===== config.mk =====
export PLATFORM = sky130hd
export DESIGN_NAME = fetch_unit
export DESIGN_NICKNAME = d
export VERILOG_FILES = /design/src/rtl/riscv_pkg.sv /design/src/rtl/fetch_unit.sv
export SDC_FILE = /design/constraint.sdc
export NUM_CORES = 1
export LEC_CHECK = 0
export BUFFER_PORTS_ARGS = -buffer_cell sky130_fd_sc_hd__buf_4
export CORE_ASPECT_RATIO = 1.4
export CORE_UTILIZATION = 45
export DETAILED_ROUTE_END_ITERATION = 7
export GPL_TIMING_DRIVEN = 0
export PLACE_DENSITY = 0.71
export SLEW_MARGIN = 10
export SYNTH_ARGS = -nofsm -noshare
export SYNTH_HDL_FRONTEND = slang
export SYNTH_SLANG_ARGS = --single-unit

===== constraint.sdc =====
create_clock -name clk -period 6.85 [get_ports clk]
set_input_delay 0 -clock clk [delete_from_list [all_inputs] [get_ports clk]]
set_output_delay 0 -clock clk [all_outputs]
set_load 0.05 [all_outputs]

===== src/rtl/riscv_pkg.sv =====
// Shared RV32I pipeline definitions: datapath width, canonical NOP and the
// fetch-stage state encoding.
package riscv_pkg;

    localparam int XLEN = 32;

    // addi x0, x0, 0
    localparam logic [XLEN-1:0] NOP_INSTR = 32'h0000_0013;

    typedef enum logic [1:0] {
        REQ  = 2'd0,
        WAIT = 2'd1,
        DROP = 2'd2
    } fetch_state_t;

endpackage


===== src/rtl/fetch_unit.sv =====
// Instruction fetch stage: owns the PC, issues one outstanding request at a
// time to instruction memory and holds a single registered output slot that
// feeds the IF/ID register. Execute-stage redirects override hazard stalls.
// Optional feature: define FETCH_MISALIGN_EN to get the misalign_o pulse on
// redirects whose target has nonzero low bits.
module fetch_unit
    import riscv_pkg::*;
#(
    parameter logic [XLEN-1:0] RESET_PC = 32'h0000_0000
) (
    input  logic            clk,
    input  logic            reset,
    input  logic            stall,
    input  logic            redirect_valid,
    input  logic [XLEN-1:0] redirect_pc,
    output logic            imem_req_valid,
    output logic [XLEN-1:0] imem_req_addr,
    input  logic            imem_req_ready,
    input  logic            imem_rsp_valid,
    input  logic [XLEN-1:0] imem_rsp_data,
    output logic            fetch_valid,
    output logic [XLEN-1:0] instr_out,
    output logic [XLEN-1:0] pc_out,
    output logic [XLEN-1:0] pcplus4_out
`ifdef FETCH_MISALIGN_EN
    ,
    output logic            misalign_o
`endif
);

    fetch_state_t    state_q, state_d;
    logic [XLEN-1:0] pc_q, pc_d;
    logic            fetch_valid_q, fetch_valid_d;
    logic [XLEN-1:0] instr_q, instr_d;
    logic [XLEN-1:0] pc_out_q, pc_out_d;
    logic [XLEN-1:0] pcplus4_q, pcplus4_d;
    logic            consumed;
    logic            slot_free;

    // Slot handshake with IF/ID and the request qualifier toward memory
    always_comb begin
        consumed       = fetch_valid_q & ~stall;
        slot_free      = ~fetch_valid_q | consumed;
        imem_req_valid = ~reset & (state_q == REQ) & slot_free & ~redirect_valid;
        imem_req_addr  = reset ? RESET_PC : pc_q;
    end

    // Next-state logic for FSM, PC and output slot; redirect wins over all
    always_comb begin
        state_d       = state_q;
        pc_d          = pc_q;
        fetch_valid_d = fetch_valid_q;
        instr_d       = instr_q;
        pc_out_d      = pc_out_q;
        pcplus4_d     = pcplus4_q;

        // Slot drained by IF/ID; a same-cycle response below refills it
        if (consumed) begin
            fetch_valid_d = 1'b0;
            instr_d       = NOP_INSTR;
        end

        if (redirect_valid) begin
            pc_d          = {redirect_pc[XLEN-1:2], 2'b00};
            fetch_valid_d = 1'b0;
            instr_d       = NOP_INSTR;
            case (state_q)
                // A response arriving now is simply ignored; otherwise the
                // in-flight one must be swallowed later in DROP.
                WAIT:    state_d = imem_rsp_valid ? REQ : DROP;
                DROP:    state_d = DROP;
                default: state_d = REQ;
            endcase
        end else begin
            case (state_q)
                REQ: begin
                    if (imem_req_valid && imem_req_ready) begin
                        state_d = WAIT;
                    end
                end
                WAIT: begin
                    // Slot is guaranteed free: requests only issue when it is
                    if (imem_rsp_valid) begin
                        fetch_valid_d = 1'b1;
                        instr_d       = imem_rsp_data;
                        pc_out_d      = pc_q;
                        pcplus4_d     = pc_q + 32'd4;
                        pc_d          = pc_q + 32'd4;
                        state_d       = REQ;
                    end
                end
                DROP: begin
                    if (imem_rsp_valid) begin
                        state_d = REQ;
                    end
                end
                default: state_d = REQ;
            endcase
        end
    end

    // State, PC and output slot registers
    always_ff @(posedge clk) begin
        if (reset) begin
            state_q       <= REQ;
            pc_q          <= RESET_PC;
            fetch_valid_q <= 1'b0;
            instr_q       <= NOP_INSTR;
            pc_out_q      <= '0;
            pcplus4_q     <= '0;
        end else begin
            state_q       <= state_d;
            pc_q          <= pc_d;
            fetch_valid_q <= fetch_valid_d;
            instr_q       <= instr_d;
            pc_out_q      <= pc_out_d;
            pcplus4_q     <= pcplus4_d;
        end
    end

    assign fetch_valid = fetch_valid_q;
    assign instr_out   = instr_q;
    assign pc_out      = pc_out_q;
    assign pcplus4_out = pcplus4_q;

`ifdef FETCH_MISALIGN_EN
    logic misalign_q;

    // One-cycle flag for any redirect target that is not word aligned
    always_ff @(posedge clk) begin
        if (reset) begin
            misalign_q <= 1'b0;
        end else begin
            misalign_q <= redirect_valid & (redirect_pc[1:0] != 2'b00);
        end
    end

    assign misalign_o = misalign_q;
`else
    // Low target bits are dropped silently when the flag is not built in
    logic unused_redirect_lo;
    assign unused_redirect_lo = ^redirect_pc[1:0];
`endif

endmodule

# == After elaboration in Yosys (flattened, before gate mapping) ==
# Cells that the tools add are included.
# word_totals
reg_bits,131
input_bits,70
out_inout_bits,130
word_cells,47
# classes
add_sub_neg,1
eq_ne,4
mux,16
bitwise_logic,9
reduce_logical,10
# op_table
cell,n
$mux W32,7
$add A32 B3 Y32 const B,1
$mux W2,4
$pmux W2 S2,2
$reduce_and A2 Y1,3
$and A1 B1 Y1,4
$not A1 Y1,4
$reduce_bool A2 Y1,2
$reduce_or A2 Y1,2
$mux W1,3
$ne A3 B1 Y1 const B,1
$ne A3 B2 Y1 const B,1
$reduce_and A3 Y1,1
$eq A2 B1 Y1 const B,1
$eq A2 B2 Y1 const B,1
$logic_not A2 Y1,1
$logic_and A1 B1 Y1,1
$or A1 B1 Y1,1

# == Logic depth before layout (Yosys ltp) ==
# Gate-level depths: netlist of the first run.
# depth
word_depth,9
depth_mapped,8
mapped_depth_nobuf,6

# == Worst setup path before layout of the first run ==
# No wires, ideal clock.
# synth_timing
path_type,reg2reg
startpoint,reg pc_q[2]
endpoint,reg pc_q[18]
setup_ps,91
arrival_time_ps,2111
required_time_ps,6759
slack_ps,4649
path_stages_with_launch,7
period_less_slack_ps,2201
cell_sequence,dfxtp_1 ha_1 nand3_4 or4_4 buf_6 or4_1 a311oi_1
# synth_via
elab_chain_len,4
# synth_rtl
element,line,text
"start, declared",fetch_unit.sv:32,"logic [XLEN-1:0] pc_q, pc_d;"
"start signal, assigned",fetch_unit.sv:113,pc_q <= pc_d;
$add A32 B3 Y32,fetch_unit.sv:88,pc_d = pc_q + 32'd4;
$mux W32,fetch_unit.sv:83,if (imem_rsp_valid) begin
$mux W32,fetch_unit.sv:75,case (state_q)
$mux W32,fetch_unit.sv:63,if (redirect_valid) begin
# Every way passes these cells. The select of a mux whose other input is x is not followed.
# A chain may end at the register's enable or synchronous reset.

# == Worst setup path in the final report of the first run ==
# layout_timing
startpoint,reg state_q[1]
endpoint,"reg instr_q[1], in the netlist instr_out[1]"
# layout_via
elab_chain_len,2
# layout_rtl
element,line,text
"start, declared",fetch_unit.sv:31,"fetch_state_t state_q, state_d;"
"start signal, assigned",fetch_unit.sv:112,state_q <= state_d;
$eq A2 B1 Y1,fetch_unit.sv:75,
$mux W32,fetch_unit.sv:75,
"end signal, assigned",fetch_unit.sv:115,instr_q <= instr_d;
"end, declared",fetch_unit.sv:34,"logic [XLEN-1:0] instr_q, instr_d;"
# Every way passes these cells.

==> impl_metrics.csv, run 1 <==
group,metric,value,unit
status,outcome,"finished, violations left",
status,failed_checks,"DRC",
logic_synthesis,ys_ff_latch,125,
logic_synthesis,synth_warnings,0,
cts,cts_tree,"built",
finish,nets,1066,
die,dieArea,13500,sq um
critical_path,end_kind,"flip-flop",
drt,vias,6620,
run,cap_violations,0,
cts,clk-insertion-delay-late,0.41,ns
die,rows,48,
global_routing,grt_pass1_vias,6556,
timing,fin_tns_setup,0,ns
cts,cts_buffer_depth,2,
global_routing,grt_max_degree,17,
logic_synthesis,syn_inst,712,
critical_path,critPathKind,"flip-flop to flip-flop",
critical_path,slowest_delay,0.58,ns
critical_path,cp.arrival,3.55,ns
placement,hpwl,15400,um
critical_path,crit_path_frequent_cell,"nand2_1",
global_routing,grt_pass1_wl,33800,um
placement,dpl.cell_count,1057,
global_routing,grt_overflow,0,
finish,diodes,0,
min_path,holdCritPathClass,"primary input to flip-flop",
critical_path,crit_chain,"inv_1 -> ha_1 -> nand2_1 -> clkbuf_1 -> buf_1 -> o21ai_0 -> o22ai_1 -> nand2_1 -> dlygate4sd3_1",
drt,vias_per_cell,5.74,
timing,fmax,308,MHz
pwr,p_per_area,216,nW/um^2
timing,hold_violations,0,
placement,io_buffers,190,
finish,seqCellArea,2500,sq um
min_path,worstHoldPathCells,4,
die,io_pins,200,
pwr,peakVddDrop,0.173,mV
cts,htree_levels,4,
drt,first_pass_iters,8,
drt,drc_errors,8,
timing,slew_violations,0,
die,coreArea,12500,sq um
critical_path,start_kind,"flip-flop",
timing,worstMarginPinSlew,1.17,ns
die,die_width,98.3,um
finish,multiInputGateArea,2940,sq um
finish,syn_to_final_growth,49.0,%
pwr,leakage,3.35,nW
timing,rsz0062_at_grt,"false",
logic_synthesis,synth_edf_count,0,
critical_path,rr_startpoint,"state_q[1]",
placement,gp_congestion,0.938,
die,initial_utilization,46.8,%
drt,wl,22100,um
finish,fill_cells,1031,
drt,drt_iter0_drc,446,
cts,clk_pin_slew,0.06,ns
logic_synthesis,ys.flop_type,"dfxtp_1",
critical_path,crit_fanout,10,
finish,drive_gt1_share,25.9,%
critical_path,reg2reg_depth,9,
critical_path,crit_family,"buffers and inverters",
timing,period_share,47.4,%
timing,finalSetupViolCount,0,
critical_path,crit_required,7.15,ns
cts,cts_setup_buffers,0,
critical_path,rrSetupSlack,3.60,ns
logic_synthesis,yosysSeqAreaShare,42.8,%
drt,drt.antenna.violating_nets,0,
cts,cts_buffers,17,
critical_path,slowest_stage,"dlygate4sd3_1",
critical_path,timing.rr.end,"instr_out[1]",
finish,instances_no_fill,1154,
logic_synthesis,yosysUniqueCellTypes,54,
timing,finalClockSkew,0.00662,ns
cts,cts_root_buffer,"clkbuf_16",
critical_path,path_buf_inv,4,
min_path,whs_endpoint,"pc_q[31]",
logic_synthesis,avgSynthCellArea,8.21,sq um
logic_synthesis,synth_async_sr_flop_share,0,%
logic_synthesis,netlist_area,5840,sq um
timing,fin_crit,3.25,ns
cts,cts_sinks,125,
timing,slew-limit-headroom,21.1,%
global_routing,antenna_found_initial,0,
min_path,hp-start,"redirect_pc[31]",
drt,wl_per_cell,19.2,um
die,die_h,137,um
global_routing,grtUsageTotal,32.7,%
kinds of logic after synthesis:
group | Yosys count | synth area share (%)
simple gates | 304 | 26.4
compound gates | 164 | 19.6
flops | 125 | 42.8
buf+inv | 94 | 7.24
xor+xnor | 20 | 3.00
fa+ha+maj | 4 | 0.857
other cells | 1 | 0.0642
worst max-delay path by stage:
stage | from | to | slack (ns) | cells after the start
finish | state_q[1] | instr_out[1] | 3.60 | 9
detailed placement | state_q[1] | instr_out[1] | 4.28 | 8
global placement | state_q[1] | instr_out[4] | 4.38 | 8
global route | state_q[1] | instr_out[1] | 3.43 | 9
CTS | state_q[1] | instr_out[1] | 3.72 | 9
floorplan | pc_q[2] | pc_q[18] | 4.65 | 6
synthesized netlist by cell type (2+ instances only):
library cell	n	area share, %
and2_1	3	0.32
or3_1	12	1.3
nor2b_1	26	2.8
nand4_2	2	0.43
a2111oi_0	3	0.45
nand2_1	82	5.3
inv_1	11	0.71
o41ai_1	2	0.30
or4b_2	2	0.34
nand3_1	13	1.1
clkbuf_2	2	0.17
nor2_1	91	5.8
a311oi_1	28	4.2
dfxtp_1	125	43
a21oi_1	38	3.3
o22ai_1	3	0.32
o21ai_0	12	1.0
nand4_1	15	1.6
ha_1	4	0.86
or4_1	19	2.4
nor4_1	9	0.96
clkbuf_1	49	3.1
nand3_4	2	0.60
o211ai_1	2	0.26
xor2_1	9	1.3
and4_1	7	1.0
a211oi_1	25	3.2
buf_1	6	0.39
buf_2	12	1.0
a22oi_1	29	3.7
nand2b_1	2	0.21
and3_1	3	0.32
xnor2_1	11	1.6
o31ai_1	14	1.8
o2111ai_1	2	0.30
nor3_1	7	0.60
or2_2	2	0.21
buf_4	12	1.5
worst reg2reg max path, delay by kind of cell, from the launching register on:
kind                       cells  cell delay, ns
AOI/OAI and AO/OA              2            0.56
adders and majority gates      1            0.25
buffers and inverters          4            1.59
DFF                            1            0.35
and+or+nand+nor                2            0.39
area by class of cell:
cell class	count	share of cell area, %
plain buffers	82	4.34
multi-input cells	498	33.7
flip-flops and latches	125	28.7
clock inverters	13	1.62
well taps	150	2.16
clock buffers	18	4.93
inverters	12	0.517
repair buffers	256	24.0
metal layers:
metal | part of all wire [%] | global-route usage [%]
met1 | 37 | 35.0
met3 | 6.9 | 7.61
met4 | 3.4 | 15.3
met2 | 52 | 60.5
met5 | 0 | 0
power breakdown:
| part | total (W) | switching, W | internal [W] |
|---|---|---|---|
| sequential | 0.000752 | 0.0000101 | 0.000742 |
| combinational | 0.000248 | 0.000149 | 0.0000993 |
| clock | 0.000883 | 0.000348 | 0.000535 |
| total | 0.00188 | 0.000507 | 0.00138 |
flip-flops by register name, indices dropped and copies added (netlist names):
| register | count |
|---|---|
| fetch_valid | 1 |
| instr_out | 32 |
| pc_out | 30 |
| pc_q | 30 |
| pcplus4_out | 30 |
| state_q | 2 |
stage by stage:
step / utilization (%) / hold WS, ns / setup slack [ns] / total power [W] / area, sq um
after CTS: 69.7 / 0.00138 / 3.72 / 0.00188 / 8710
after global placement: 59.8 / 0.233 / 4.38 / 0.000979 / 7480
after global routing: 69.7 / 0.0672 / 3.43 / 0.00193 / 8710
after detailed placement: 59.8 / 0.250 / 4.28 / 0.000981 / 7480
final: 69.7 / 0.0304 / 3.60 / 0.00188 / 8710
after floorplan: - / 0.144 / 4.65 / 0.000897 / 5860
cells in the final DEF (no fill, tap or decap), types with 26 or more instances in the layout:
master         instances
a21oi_1               38
a22oi_1               29
a311oi_1              28
buf_4                202
clkbuf_1              50
dfxtp_1              125
dlygate4sd3_1         66
nand2_1               82
nor2_1                91
nor2b_1               26
timing repair:
item | 4_1_cts | 5_1_grt
hold buffers | 66 | 0
hold endpoints to repair | 63 | 0
gates resized for setup | 0 | 0
No activity file was read; power rests on OpenSTA's default activity.
==> run 2, diff against run 1 <==
clock period = 3.4 ns   (was 6.85 ns; I/O delays follow)
==> impl_metrics.csv, run 2 (same netlist as run 1, synthesis figures left out) <==
group,metric,value,unit
placement,dpl.cell_count,1057,
drt,wl,22100,um
cts,cts_buffers,17,
finish,largest_reg_flops,32,
die,dieArea,13500,sq um
finish,multiInputGateArea,2940,sq um
critical_path,crit_family,"buffers and inverters",
die,die_width,98.3,um
drt,wl_per_cell,19.2,um
status,outcome,"finished, violations left",
timing,period_share,89.1,%
finish,utilization,69.7,%
cts,cts_root_buffer,"clkbuf_16",
pwr,leakage,3.35,nW
critical_path,crit_required,3.70,ns
timing,slew_violations,0,
timing,hold_violations,0,
critical_path,end_kind,"flip-flop",
critical_path,path_buf_inv,4,
finish,seqCellArea,2500,sq um
drt,vias_per_cell,5.74,
cts,clk_pin_slew,0.06,ns
critical_path,slowest_delay,0.58,ns
finish,syn_to_final_growth,49.0,%
timing,finalClockSkew,0.00894,ns
global_routing,grt_max_degree,17,
run,cap_violations,0,
die,io_pins,200,
global_routing,grtUsageTotal,32.7,%
timing,slew-limit-headroom,19.3,%
die,rows,48,
finish,nets,1066,
die,initial_utilization,46.8,%
global_routing,grt_pass1_vias,6556,
cts,clk-insertion-delay-late,0.42,ns
placement,hpwl,15400,um
timing,fmax,330,MHz
drt,vias,6620,
global_routing,grt_overflow,0,
drt,first_pass_iters,8,
min_path,holdCritPathClass,"primary input to flip-flop",
placement,post_dp_cell_area,7480,sq um
cts,cts_tree,"built",
finish,design_area,8710,sq um
critical_path,start_kind,"flip-flop",
status,failed_checks,"DRC",
critical_path,cp.arrival,3.33,ns
placement,gp_congestion,0.938,
drt,drt_iter0_drc,431,
timing,fin_tns_setup,0,ns
finish,diodes,0,
timing,worstMarginPinSlew,1.20,ns
die,die_h,137,um
finish,instances_no_fill,1154,
drt,drt.antenna.violating_nets,0,
finish,fill_cells,1030,
critical_path,crit_chain,"inv_1 -> ha_1 -> nand2_1 -> clkbuf_1 -> clkbuf_2 -> o21ai_0 -> o22ai_1 -> nand2_1 -> dlygate4sd3_1",
cts,cts_sinks,125,
die,coreArea,12500,sq um
placement,io_buffers,190,
finish,layout_commonest_cell,"buf_4",
finish,drive_gt1_share,26.0,%
critical_path,crit_fanout,10,
timing,rsz0062_at_grt,"false",
cts,cts_buffer_depth,2,
critical_path,slowest_stage,"dlygate4sd3_1",
timing,fin_crit,3.03,ns
pwr,p_per_area,436,nW/um^2
global_routing,antenna_found_initial,0,
cts,htree_levels,4,
drt,drc_errors,8,
timing,finalSetupViolCount,0,
global_routing,grt_pass1_wl,33800,um
critical_path,crit_path_frequent_cell,"nand2_1",
critical_path,critPathKind,"flip-flop to flip-flop",
pwr,peakVddDrop,0.349,mV
finish,final_cell_mix,"buf_4 (202), dfxtp_1 (125), nor2_1 (91)",
run 2: cell count changes in the layout (fill, tap and decap cells not counted), sizes merged:
cell | before | now
buf | 221 | 220
clkbuf | 69 | 70
run 2: routing by layer:
| layer | global-route usage [%] | wire length [um] | vias up |
|---|---|---|---|
| met2 | 60.5 | 11600 | 336 |
| met1 | 35.0 | 8240 | 3125 |
| met3 | 7.61 | 1540 | 53 |
| met5 | 0 | 0 | - |
| met4 | 15.3 | 777 | 0 |
| li1 | - | - | 3106 |
run 2: tightest hold or removal path: stages:
cell	delay, ns
buf_4	0.07
and2_1	0.12
a31oi_1	0.05
o211ai_1	0.16
run 2: final timing paths:
kind | slack [ns] | to | from | cells after the start
worst max-delay path | 0.37 | instr_out[1] | state_q[1] | 9
worst min register to register | 0.46 | pc_out[23] | pc_out[23] | 2
worst max register to register | 0.37 | instr_out[1] | state_q[1] | 9
worst min-delay path | 0.03 | pc_q[31] | redirect_pc[31] | 4
run 2: layout make-up:
class	count	area share, %
Multi-Input combinational cell	498	33.7
Sequential cell	125	28.7
Timing Repair Buffer	256	24.0
Clock buffer	18	4.93
Buffer	82	4.35
Tap cell	150	2.16
Clock inverter	13	1.62
Inverter	12	0.517
run 2: stage by stage:
stage / total power [W] / setup WS (ns) / hold WS, ns
floorplan: 0.00181 / 1.20 / 0.144
global placement: 0.00197 / 0.935 / 0.233
detailed placement: 0.00198 / 0.827 / 0.250
CTS: 0.00379 / 0.267 / 0.00138
global route: 0.00390 / 0.210 / 0.0672
finish: 0.00380 / 0.370 / 0.0263
run 2: power by group:
part           leakage (nW)  total [W]  switching, W  internal (W)
clock network         0.273    0.00178      0.000705       0.00108
registers              1.01    0.00152     0.0000202       0.00149
logic                  2.07   0.000500      0.000300      0.000200
total                  3.35    0.00380       0.00103       0.00277
run 2: what timing repair did:
item / CTS / global route
setup endpoints to repair: 0 / 1
resized for setup: 0 / 1
endpoints found under the hold margin: 63 / 0
setup buffers: 0 / 0
hold buffers: 66 / 0
